$ cat src/rtl/vga_pixel_renderer_if.sv
// Framebuffer read bus between the pixel renderer (master) and the
// down-scaled framebuffer BRAM (slave). fb_data is valid 1 clk after fb_rd.
interface vga_pixel_renderer_if #(
  parameter int ADDR_W = 15
);
  logic [ADDR_W-1:0] fb_addr;
  logic              fb_rd;
  logic [11:0]       fb_data;

  modport master (output fb_addr, output fb_rd, input fb_data);
  modport slave  (input fb_addr, input fb_rd, output fb_data);
endinterface

$ cat src/rtl/vga_pixel_renderer.sv
// VGA pixel renderer: detects pixel ticks from the timing counters, fetches
// each pixel from a down-scaled framebuffer, optionally overlays one solid
// square sprite, and drives RGB and syncs with matching 2-clk alignment.
// Optional feature macro: VGA_SPRITE_EN (sprite registers, hit compare, mux).
module vga_pixel_renderer #(
  parameter int H_OFS    = 145,
  parameter int V_OFS    = 35,
  parameter int SCALE    = 2,
  parameter int FB_W     = 160,
  parameter int ADDR_W   = 15,
  parameter int SPR_SIZE = 16
) (
  input  logic                 clk,
  input  logic                 reset,
  input  logic [9:0]           hCount,
  input  logic [9:0]           vCount,
  input  logic                 bright,
  input  logic                 hsync_in,
  input  logic                 vsync_in,
  vga_pixel_renderer_if.master fb,
  input  logic                 spr_we,
  input  logic [9:0]           spr_x,
  input  logic [9:0]           spr_y,
  input  logic [11:0]          spr_color,
  output logic [3:0]           vga_r,
  output logic [3:0]           vga_g,
  output logic [3:0]           vga_b,
  output logic                 hsync_o,
  output logic                 vsync_o,
  output logic                 frame_start
);

  logic [9:0]  h_prev;
  logic        tick;
  logic        frame_tick;
  logic [9:0]  x;
  logic [9:0]  y;
  logic [16:0] addr_full;

  logic        bright_s1;
  logic        hs_s1;
  logic        vs_s1;
  logic        tick_d1;
  logic        tick_d2;
  logic [11:0] pixel;

  // The timing counters only move every 4 clk, so a change in hCount marks a new pixel.
  assign tick       = (hCount != h_prev);
  assign frame_tick = tick && (hCount == 10'd0) && (vCount == 10'd0);
  assign x          = hCount - 10'(H_OFS);
  assign y          = vCount - 10'(V_OFS);
  assign addr_full  = 17'(y >> SCALE) * 17'(FB_W) + 17'(x >> SCALE);

  // Previous hCount for tick detection.
  always_ff @(posedge clk or negedge reset) begin
    if (!reset) h_prev <= 10'd0;
    else        h_prev <= hCount;
  end

  // Stage 1: issue the framebuffer read and capture per-pixel context on each tick.
  always_ff @(posedge clk or negedge reset) begin
    if (!reset) begin
      fb.fb_addr <= '0;
      fb.fb_rd   <= 1'b0;
      bright_s1  <= 1'b0;
      hs_s1      <= 1'b1;
      vs_s1      <= 1'b1;
    end else if (tick) begin
      // Blanked pixels skip the read and leave the address where it was.
      if (bright) fb.fb_addr <= addr_full[ADDR_W-1:0];
      fb.fb_rd  <= bright;
      bright_s1 <= bright;
      hs_s1     <= hsync_in;
      vs_s1     <= vsync_in;
    end else begin
      fb.fb_rd  <= 1'b0;
    end
  end

  // Delay the tick to line up with the BRAM read data.
  always_ff @(posedge clk or negedge reset) begin
    if (!reset) begin
      tick_d1 <= 1'b0;
      tick_d2 <= 1'b0;
    end else begin
      tick_d1 <= tick;
      tick_d2 <= tick_d1;
    end
  end

  // One-clk marker for the first tick of each frame.
  always_ff @(posedge clk or negedge reset) begin
    if (!reset) frame_start <= 1'b0;
    else        frame_start <= frame_tick;
  end

`ifdef VGA_SPRITE_EN
  logic [9:0]  x_s1;
  logic [9:0]  y_s1;
  logic [9:0]  sh_x;
  logic [9:0]  sh_y;
  logic [11:0] sh_c;
  logic [9:0]  ac_x;
  logic [9:0]  ac_y;
  logic [11:0] ac_c;
  logic        spr_hit;
  logic        unused_bits;

  // Screen position of the pixel in flight, for the sprite compare.
  always_ff @(posedge clk or negedge reset) begin
    if (!reset) begin
      x_s1 <= 10'd0;
      y_s1 <= 10'd0;
    end else if (tick) begin
      x_s1 <= x;
      y_s1 <= y;
    end
  end

  // Shadow registers accept host writes at any time.
  always_ff @(posedge clk or negedge reset) begin
    if (!reset) begin
      sh_x <= 10'd0;
      sh_y <= 10'd0;
      sh_c <= 12'h000;
    end else if (spr_we) begin
      sh_x <= spr_x;
      sh_y <= spr_y;
      sh_c <= spr_color;
    end
  end

  // Active registers change only at frame start, so a frame never tears;
  // a write landing on that same clk is still in flight to the shadow.
  always_ff @(posedge clk or negedge reset) begin
    if (!reset) begin
      ac_x <= 10'd0;
      ac_y <= 10'd0;
      ac_c <= 12'h000;
    end else if (frame_tick) begin
      ac_x <= sh_x;
      ac_y <= sh_y;
      ac_c <= sh_c;
    end
  end

  // 11-bit bounds so a sprite near the 1023 edge does not wrap.
  assign spr_hit = (ac_c != 12'h000) &&
                   ({1'b0, x_s1} >= {1'b0, ac_x}) &&
                   ({1'b0, x_s1} <= ({1'b0, ac_x} + 11'(SPR_SIZE - 1))) &&
                   ({1'b0, y_s1} >= {1'b0, ac_y}) &&
                   ({1'b0, y_s1} <= ({1'b0, ac_y} + 11'(SPR_SIZE - 1)));
  assign pixel       = spr_hit ? ac_c : fb.fb_data;
  assign unused_bits = ^{addr_full, x, y};
`else
  logic unused_bits;

  assign pixel       = fb.fb_data;
  assign unused_bits = ^{addr_full, x, y, spr_we, spr_x, spr_y, spr_color};
`endif

  // Stage 2: register colour and syncs together so they stay aligned.
  always_ff @(posedge clk or negedge reset) begin
    if (!reset) begin
      vga_r   <= 4'h0;
      vga_g   <= 4'h0;
      vga_b   <= 4'h0;
      hsync_o <= 1'b1;
      vsync_o <= 1'b1;
    end else if (tick_d2) begin
      {vga_r, vga_g, vga_b} <= bright_s1 ? pixel : 12'h000;
      hsync_o <= hs_s1;
      vsync_o <= vs_s1;
    end
  end

endmodule

$ cat src/flat_wrapper.sv
// flat-port wrapper written by rule: the top's interface ports become plain ports
module vga_pixel_renderer_flat 
#(
  parameter int H_OFS    = 145,
  parameter int V_OFS    = 35,
  parameter int SCALE    = 2,
  parameter int FB_W     = 160,
  parameter int ADDR_W   = 15,
  parameter int SPR_SIZE = 16
)
  (clk, reset, hCount, vCount, bright, hsync_in, vsync_in, spr_we, spr_x, spr_y, spr_color, vga_r, vga_g, vga_b, hsync_o, vsync_o, frame_start, fb_fb_addr, fb_fb_rd, fb_fb_data);
  vga_pixel_renderer_if #(.ADDR_W(ADDR_W)) fb_i ();
  input  logic clk;
  input  logic reset;
  input  logic [9:0] hCount;
  input  logic [9:0] vCount;
  input  logic bright;
  input  logic hsync_in;
  input  logic vsync_in;
  input  logic spr_we;
  input  logic [9:0] spr_x;
  input  logic [9:0] spr_y;
  input  logic [11:0] spr_color;
  output logic [3:0] vga_r;
  output logic [3:0] vga_g;
  output logic [3:0] vga_b;
  output logic hsync_o;
  output logic vsync_o;
  output logic frame_start;
  output wire logic [$bits(fb_i.fb_addr)-1:0] fb_fb_addr;
  output wire logic [$bits(fb_i.fb_rd)-1:0] fb_fb_rd;
  input wire logic [$bits(fb_i.fb_data)-1:0] fb_fb_data;
  assign fb_fb_addr = fb_i.fb_addr;
  assign fb_fb_rd = fb_i.fb_rd;
  assign fb_i.fb_data = fb_fb_data;
  vga_pixel_renderer #(.H_OFS(H_OFS), .V_OFS(V_OFS), .SCALE(SCALE), .FB_W(FB_W), .ADDR_W(ADDR_W), .SPR_SIZE(SPR_SIZE)) u_core (.clk(clk), .reset(reset), .hCount(hCount), .vCount(vCount), .bright(bright), .hsync_in(hsync_in), .vsync_in(vsync_in), .fb(fb_i), .spr_we(spr_we), .spr_x(spr_x), .spr_y(spr_y), .spr_color(spr_color), .vga_r(vga_r), .vga_g(vga_g), .vga_b(vga_b), .hsync_o(hsync_o), .vsync_o(vsync_o), .frame_start(frame_start));
endmodule
$ cat config.mk
export PLATFORM = sky130hd
export DESIGN_NAME = vga_pixel_renderer_flat
export DESIGN_NICKNAME = d
export VERILOG_FILES = /design/src/rtl/vga_pixel_renderer_if.sv /design/src/rtl/vga_pixel_renderer.sv /design/src/flat_wrapper.sv
export SDC_FILE = /design/constraint.sdc
export NUM_CORES = 1
export LEC_CHECK = 0
export BUFFER_PORTS_ARGS = -buffer_cell sky130_fd_sc_hd__buf_2
export CAP_MARGIN = 20
export CORE_ASPECT_RATIO = 1.5
export CORE_MARGIN = 2
export CORE_UTILIZATION = 49
export DETAILED_ROUTE_END_ITERATION = 10
export PLACE_DENSITY = 0.84
export SETUP_SLACK_MARGIN = 0.1
export SYNTH_ARGS = -nofsm -noshare
export SYNTH_HDL_FRONTEND = slang
export SYNTH_SLANG_ARGS = --single-unit
$ cat constraint.sdc
create_clock -name clk -period 2.05 [get_ports clk]
set_input_delay 0.205 -clock clk [delete_from_list [all_inputs] [get_ports clk]]
set_output_delay 0.205 -clock clk [all_outputs]
set_load 0.01 [all_outputs]
==> results of run 1 <==
-- state kept, by name, indices dropped and copies added, names as in the netlist, 4 cells and up --
| name | flops |
|---|---|
| u_core.vga_r | 4 |
| u_core.vga_b | 4 |
| u_core.fb.fb_addr | 15 |
| u_core.vga_g | 4 |
| u_core.h_prev | 10 |
-- final cells by class --
type / count / share of cell area (%)
multi-input combinational: 186 / 40.2
clock buffer: 5 / 1.85
inverter: 20 / 2.02
sequential: 46 / 31.0
timing repair buffer: 125 / 21.5
tap: 68 / 2.28
clock inverter: 3 / 1.18
-- cells in the final DEF, fill, tap and decap left out, types with 5 or more instances in the layout --
cell type,Yosys,routed
buf_2,1,66
buf_4,0,54
dfrtp_1,42,42
o21ai_0,30,23
inv_1,20,20
nand2_1,21,18
xor2_1,18,15
nand3_1,15,15
xnor2_1,14,11
nor2_1,10,9
ha_1,11,9
o21ai_1,0,7
mux2_2,6,5
clkbuf_8,0,5
-- stage by stage --
| stage | setup slack [ns] | cell area, um2 | TNS (ns) |
|---|---|---|---|
| global route | -1.03 | 3720 | -4.31 |
| detailed placement | -1.29 | 3430 | -6.65 |
| global placement | -1.19 | 3430 | -5.70 |
| floorplan | -1.06 | 2630 | -3.89 |
| finish | -0.878 | 3720 | -3.51 |
| CTS | -0.809 | 3660 | -3.53 |
-- worst paths after layout --
path	start	to
worst max register to register	u_core.h_prev[6]	u_core.fb.fb_addr[14]
worst min register to register	u_core.tick_d1	u_core.tick_d2
worst min-delay path	hCount[9]	u_core.h_prev[9]
worst max-delay path	vCount[2]	u_core.fb.fb_addr[14]
max in group asynchronous	reset	u_core.vsync_o
min in group asynchronous	reset	u_core.tick_d1
-- layer usage --
metal | part of all wire [%] | global-route usage, % | vias up | wire length (um)
li1 | - | - | 1159 | -
met1 | 36 | 24.5 | 1106 | 2420
met2 | 56 | 45.9 | 90 | 3840
met3 | 4.9 | 3.04 | 19 | 334
met4 | 3.3 | 10.7 | 0 | 224
met5 | 0 | 0 | - | 0
-- timing repair --
item / CTS / global route
gates cloned: 0 / 0
buffers inserted: 1 / 2
hold endpoints to repair: 18 / 0
gates resized for setup: 20 / 13
setup endpoints to repair: 8 / 15
hold buffers: 1 / 0
pin swaps: 10 / 5
-- logic make-up (layout without fill, tap and decap cells) --
kind of cell / count (synthesis) / after routing / share of synthesized area [%]
and+or+nand+nor: 72 / 72 / 14.2
adders and majority gates: 14 / 14 / 7.33
xor gates and xnor gates: 32 / 32 / 10.9
buffers and inverters: 33 / 153 / 4.85
DFF: 46 / 46 / 44.9
muxes: 8 / 8 / 3.59
AOI/OAI and AO/OA: 60 / 60 / 14.3
-- cell usage after synthesis, types with 2 or more instances --
master    instances
nor2_1           10
fa_1              2
and4b_1           2
a211oi_1          2
a211o_1           4
xor2_1           18
dfrtp_1          42
or2_2             2
o21a_1            2
xnor2_1          14
nor4_1            5
o211ai_1          2
o22ai_1           2
a21oi_1           7
a21o_1            2
nor3_1            2
o31a_1            2
or3_1             2
clkbuf_1         12
ha_1             11
inv_1            20
nand3_1          15
dfstp_2           4
o21ai_0          30
mux2_2            6
o31ai_1           2
nor2b_1           3
nand2_1          21
nand4_1           3
-- report_power, final --
| group | switching (mW) | total (mW) | leakage, nW | internal (mW) |
|---|---|---|---|---|
| Combinational | 0.533 | 1.06 | 1.20 | 0.528 |
| Clock | 0.297 | 0.662 | 0.0585 | 0.365 |
| Sequential | 0.0584 | 1.08 | 0.549 | 1.02 |
==> results by group, run 1 <==
Timing
  • Final worst-path cycle share: 143%
  • Worst Max-Slew Pin Slew: 0.649 ns
  • Rel. slew slack: 56.7%
  • Worst hold slack: roughly 0.09 ns
  • Max Clk Rate: about 340 MHz
  • Final hold violation count: 0
  • Unrepaired setup endpoints after global routing: true
  • Worst Skew: 0.00774 ns
  • Setup-failing EPs final: 6
  • Max-slew violations: 0
  • Worst setup margin: -0.878 ns
  • Final min period: 2.93 ns

Global route
  • Largest net degree at the start of global routing: 27
  • Number of global-route vias before repair: roughly 2400
  • Gr usage total: 23.5%
  • Initial antenna violation count: 0
  • Total grt overflow: 0
  • First-pass GRT wire length: about 11000 um

Route
  • Initial DRC Count: 70
  • Vias: between 2000 and 2500
  • Via-per-instance ratio: between 5 and 6
  • Pre-antenna DRT Iters: 4
  • Post-Route WL: 6810 um
  • Wire per inst: about 15 um
  • Post-route ant nets: 0
  • DRC: 0

Logic synthesis
  • Area contributors post-synth: dfrtp_1, xor2_1, o21ai_0
  • Predominant post-synthesis flop cell: dfrtp_1
  • Yosys top cell by area: dfrtp_1
  • Avg Inst Size Synth: between 9 and 10 um2
  • Synth warnings: 0
  • Register bit total from synthesis: 46
  • Number of flops mapped to enable cells by yosys: 0
  • Post-synth top area share: 40.8%
  • Post-synthesis cell count: 265
  • Synthesized area: 2580 um2
  • Syn nets: about 350
  • Sequential share of the synthesized area: 44.9%
  • Ys async rst share: 100%
  • Synth cell types: 45

Clock network
  • # clock sinks: 46
  • CTS tree: yes
  • Worst-skew pair later-pin latency: 0.29 ns
  • Clock-pin transition on the worst setup and hold timing paths: 0.08 ns
  • Root buffer cell: clkbuf_8
  • H-tree levels: 2
  • Num CTS Buffers: 5
  • Max clock buf depth: 2

Critical path
  • Crit-path max cell delay: roughly 0.42 ns
  • Critical-path cell list: buf_6 > or3_4 > o21a_4 > xnor2_2 > ha_1 > fa_2 > a211oi_2 > o21ai_1 > maj3_2 > a211o_1 > a211o_1 > nand3_2
  • Critical path capture point type: flop
  • Worst-path maximum fanout: 4
  • Worst Path Required: 2.28 ns
  • Levels on crit path: 12
  • CP startpoint kind: input pin
  • Reg2Reg Depth: 7
  • WS Path Type: in2reg
  • CP max stage cell: or3_4
  • Worst R2R Setup Slack: 0.13 ns
  • Worst Path Arrival: 3.16 ns
  • Top delay family on crit path: compound AO/OA/AOI/OAI gates
  • CP most frequent cell: a211o_1
  • Crit path buffers/inverters: 1

Outcome
  • Status: finished, violations left
  • Failing checks: setup timing

Die
  • Initial Utilization: 50.3%
  • Die area: 5870 um2
  • IO Pins: approximately 100
  • Core area: 5120 um2
  • Std-Cell Rows: 32
  • Chip Width: 63.2 um
  • Die Y: 92.8 um

Job
  • Max-Cap Viols: 0

Cells and area
  • Multi-input gate area: 1500 um2
  • Non-filler cells, final: 453
  • # diodes: 0
  • Sequential Area: 1160 um2
  • Layout cells sized above 1: 45.2%
  • Final net count: between 400 and 500
  • Final Util: 72.7%
  • Number of fill cells in the layout: 379
  • Area Overhead vs Synth: 44.5%

Placed design
  • GP Congestion: 0.885
  • Hpwl dp: 4750 um
  • Port bufs: 67
  • Placed cells: ~440

Hold path
  • WHS Path Cells: 1
  • Hold crit path type: in2reg

Power
  • Total Power: around 2.8 mW
  • Peak VDD IR: between 400 and 500 uV
  • Pwr dens: ~750 nW/um2
  • Leak: 1.81 nW
Power figures use the tool's default switching activity.
==> run 2: changes to the inputs <==
- CORE_UTILIZATION: 49 -> 53
- PLACE_DENSITY: 0.84 -> 0.9
- TNS_END_PERCENT: unset -> 20
- clock period: 2.05 -> 3.37 ns (I/O delays scaled with it)
==> run 2 against run 1 <==
The flow now finishes without violations. Core utilization down 5.7 points. Power fell by 46%. Worst setup slack gained 1.2 ns. Largest cell class unchanged. Final area fell by 14%. Global-route usage fell by 2.8 points. Critical endpoint unchanged. Sequential cell count stayed put. First-iteration DRC count down 13%. Clock power is 39% lower. Largest power group unchanged. Critical path type unchanged.
==> results by group, run 2 (synthesis results as in run 1) <==
Timing
  • Setup TNS: 0 ns (was -3.51 ns)
  • Rel. slew slack: 35.3% (was 56.7%)
  • Worst Max-Slew Pin Slew: 0.971 ns (was 0.649 ns)
  • Max-slew violations: 0 (unchanged)
  • Final hold violation count: 0 (unchanged)
  • Setup-failing EPs final: 0 (was 6)
  • Max Clk Rate: 323 MHz
  • Worst Skew: 0.00889 ns (was 0.00774 ns)
  • Unrepaired setup endpoints after global routing: false (was true)
  • Final worst-path cycle share: 91.8%
  • Final min period: 3.09 ns

Power
  • Reg power frac: 43.3% (was 38.5%)
  • Combinational share of power: 29.9% (was 37.9%)
  • Leak: 1.55 nW (was 1.81 nW)
  • Pwr dens: 472 nW/um2 (was 751 nW/um2)
  • Cell internal pwr: 1.05 mW (was 1.91 mW)
  • Switching share of power: 30.2% (was 31.7%)
  • Sw power: 0.456 mW (was 0.888 mW)
  • Clock power frac: 26.8% (was 23.6%)
  • Peak VDD IR: 231 uV (was 421 uV)

Cells and area
  • Layout cells sized above 1: 32.2% (was 45.2%)
  • Largest registers: u_core.fb.fb_addr (15), u_core.h_prev (10) (unchanged)
  • # diodes: 0 (unchanged)
  • Largest register FFs: 15 (unchanged)
  • Most common cell after layout, fill and taps aside: buf_2 (unchanged)
  • Final net count: 424 (was 467)
  • Non-filler cells, final: 408 (was 453)
  • Number of fill cells in the layout: 396 (was 379)
  • Commonest non-fill, non-tap cells in the layout: buf_2, dfrtp_1, o21ai_0 (was buf_2, buf_4, dfrtp_1)
  • Area Overhead vs Synth: 24.0% (was 44.5%)
  • Top reg by flops: u_core.fb.fb_addr (unchanged)

Outcome
  • Status: complete, no violations (was finished, violations left)

Die
  • Initial Utilization: 54.0% (was 50.3%)
  • Chip Width: 60.9 um (was 63.2 um)
  • Core area: 4770 um2 (was 5120 um2)
  • Die area: 5450 um2 (was 5870 um2)
  • IO Pins: 101 (unchanged)
  • Die Y: 89.4 um (was 92.8 um)
  • Std-Cell Rows: 31 (was 32)

Clock network
  • CTS tree: yes (unchanged)
  • Hold buffers post-CTS: 0 (was 1)
  • Root buffer cell: clkbuf_8 (unchanged)
  • Num CTS Buffers: 5 (unchanged)
  • Post-CTS Setup Bufs: 0 (was 1)
  • Max clock buf depth: 2 (unchanged)
  • H-tree levels: 2 (unchanged)
  • Gates resized, CTS repair: 0 (was 20)
  • Worst-skew pair later-pin latency: 0.30 ns (was 0.29 ns)
  • # clock sinks: 46 (unchanged)
  • Clock-pin transition on the worst setup and hold timing paths: 0.09 ns (was 0.08 ns)

Route
  • Post-Route WL: 5230 um (was 6810 um)
  • DRC: 0 (unchanged)
  • Post-route ant nets: 0 (unchanged)
  • Wire per inst: 12.8 um (was 15.0 um)
  • Initial DRC Count: 61 (was 70)
  • Via-per-instance ratio: 5.27 (was 5.24)
  • Pre-antenna DRT Iters: 4 (unchanged)
  • Vias: 2149 (was 2374)

Critical path
  • Crit path buffers/inverters: 1 (unchanged)
  • Worst Path Arrival: 3.33 ns (was 3.16 ns)
  • Worst Path Required: 3.61 ns (was 2.28 ns)
  • Critical-path cell list: buf_2 > or3_4 > o21a_1 > nor2_1 > ha_1 > ha_2 > fa_2 > a211oi_2 > o21ai_1 > maj3_2 > a211o_1 > o31a_1 > nand3_2 (was buf_6 > or3_4 > o21a_4 > xnor2_2 > ha_1 > fa_2 > a211oi_2 > o21ai_1 > maj3_2 > a211o_1 > a211o_1 > nand3_2)
  • Crit-path max cell delay: 0.41 ns (was 0.42 ns)
  • CP max stage cell: or3_4 (unchanged)
  • Worst-path maximum fanout: 4 (unchanged)
  • Critical path capture point type: flop (unchanged)
  • CP startpoint kind: input pin (unchanged)
  • Top delay family on crit path: compound AO/OA/AOI/OAI gates (unchanged)
  • WS Path Type: in2reg (unchanged)

Global route
  • First-pass GRT wire length: 8650 um (was 10800 um)
  • Gr usage total: 20.8% (was 23.5%)
  • Initial antenna violation count: 0 (unchanged)
  • Largest net degree at the start of global routing: 47 (was 27)
  • Total grt overflow: 0 (unchanged)
  • Number of global-route vias before repair: 2104 (was 2407)

Hold path
  • Hold crit path type: in2async (was in2reg)

Placed design
  • Placed cells: 400 (was 443)
  • GP Congestion: 0.784 (was 0.885)
  • Port bufs: 67 (unchanged)
  • Hpwl dp: 4110 um (was 4750 um)

Job
  • Max-Cap Viols: 0 (unchanged)
==> run 2: cell count changes in the layout (fill, tap and decap cells not counted), sizes merged <==
cell / delta
buf: -42
dlygate4sd3: -1
==> run 2: final cells by class <==
class / instances / area, um2 / area share, %
timing repair buffer: 82 / 448 / 14.0
clock inverter: 3 / 43.8 / 1.37
inverter: 20 / 75.1 / 2.35
multi-input combinational: 186 / 1320 / 41.4
tap: 66 / 82.6 / 2.58
clock buffer: 5 / 68.8 / 2.15
sequential: 46 / 1160 / 36.2
==> run 2: final timing paths <==
check	cells past startpoint	slack, ns	start	end
max	13	0.28	vCount[3]	u_core.fb.fb_addr[14]
min	1	0.19	reset	u_core.tick_d2
max reg2reg	5	1.26	u_core.h_prev[3]	u_core.fb.fb_addr[11]
min reg2reg	0	0.36	u_core.tick_d1	u_core.tick_d2
max in group asynchronous	1	2.57	reset	u_core.vga_b[0]
min in group clk	1	0.19	hCount[1]	u_core.h_prev[1]
==> run 2: power by group through the flow <==
stage / logic (mW) / clock network (mW) / registers [mW]
2_1_floorplan: 0.251 / 0 / 0.690
3_3_place_gp: 0.439 / 0 / 0.660
3_5_place_dp: 0.453 / 0 / 0.664
4_1_cts: 0.458 / 0.414 / 0.653
5_1_grt: 0.511 / 0.436 / 0.662
6_report: 0.452 / 0.404 / 0.652
==> run 2: worst reg2reg max path, delay by kind of cell (launching register included) <==
family	cells	cell delay (ns)
and+or+nand+nor	1	0.34
muxes	1	0.30
DFF	1	0.39
buffers and inverters	1	0.18
AOI/OAI and AO/OA	1	0.64
xor gates and xnor gates	1	0.14
==> run 2: per-stage QoR <==
step	setup slack [ns]	hold slack (ns)	area, um2	power (mW)	util (%)
after floorplan	0.100	0.0414	2610	0.940	-
after global placement	-0.0726	0.332	3080	1.10	64.5
after detailed placement	-0.111	0.335	3080	1.12	64.5
after CTS	0.190	0.187	3190	1.53	66.9
after global routing	0.116	0.186	3200	1.61	67.0
final	0.276	0.192	3200	1.51	67.0
==> run 2: per-layer routing <==
metal	vias to the layer above	wire [um]	track usage, %
li1	1072	-	-
met1	1008	2110	22.4
met2	64	2760	39.7
met3	5	279	3.33
met4	0	85	7.11
met5	-	0	0
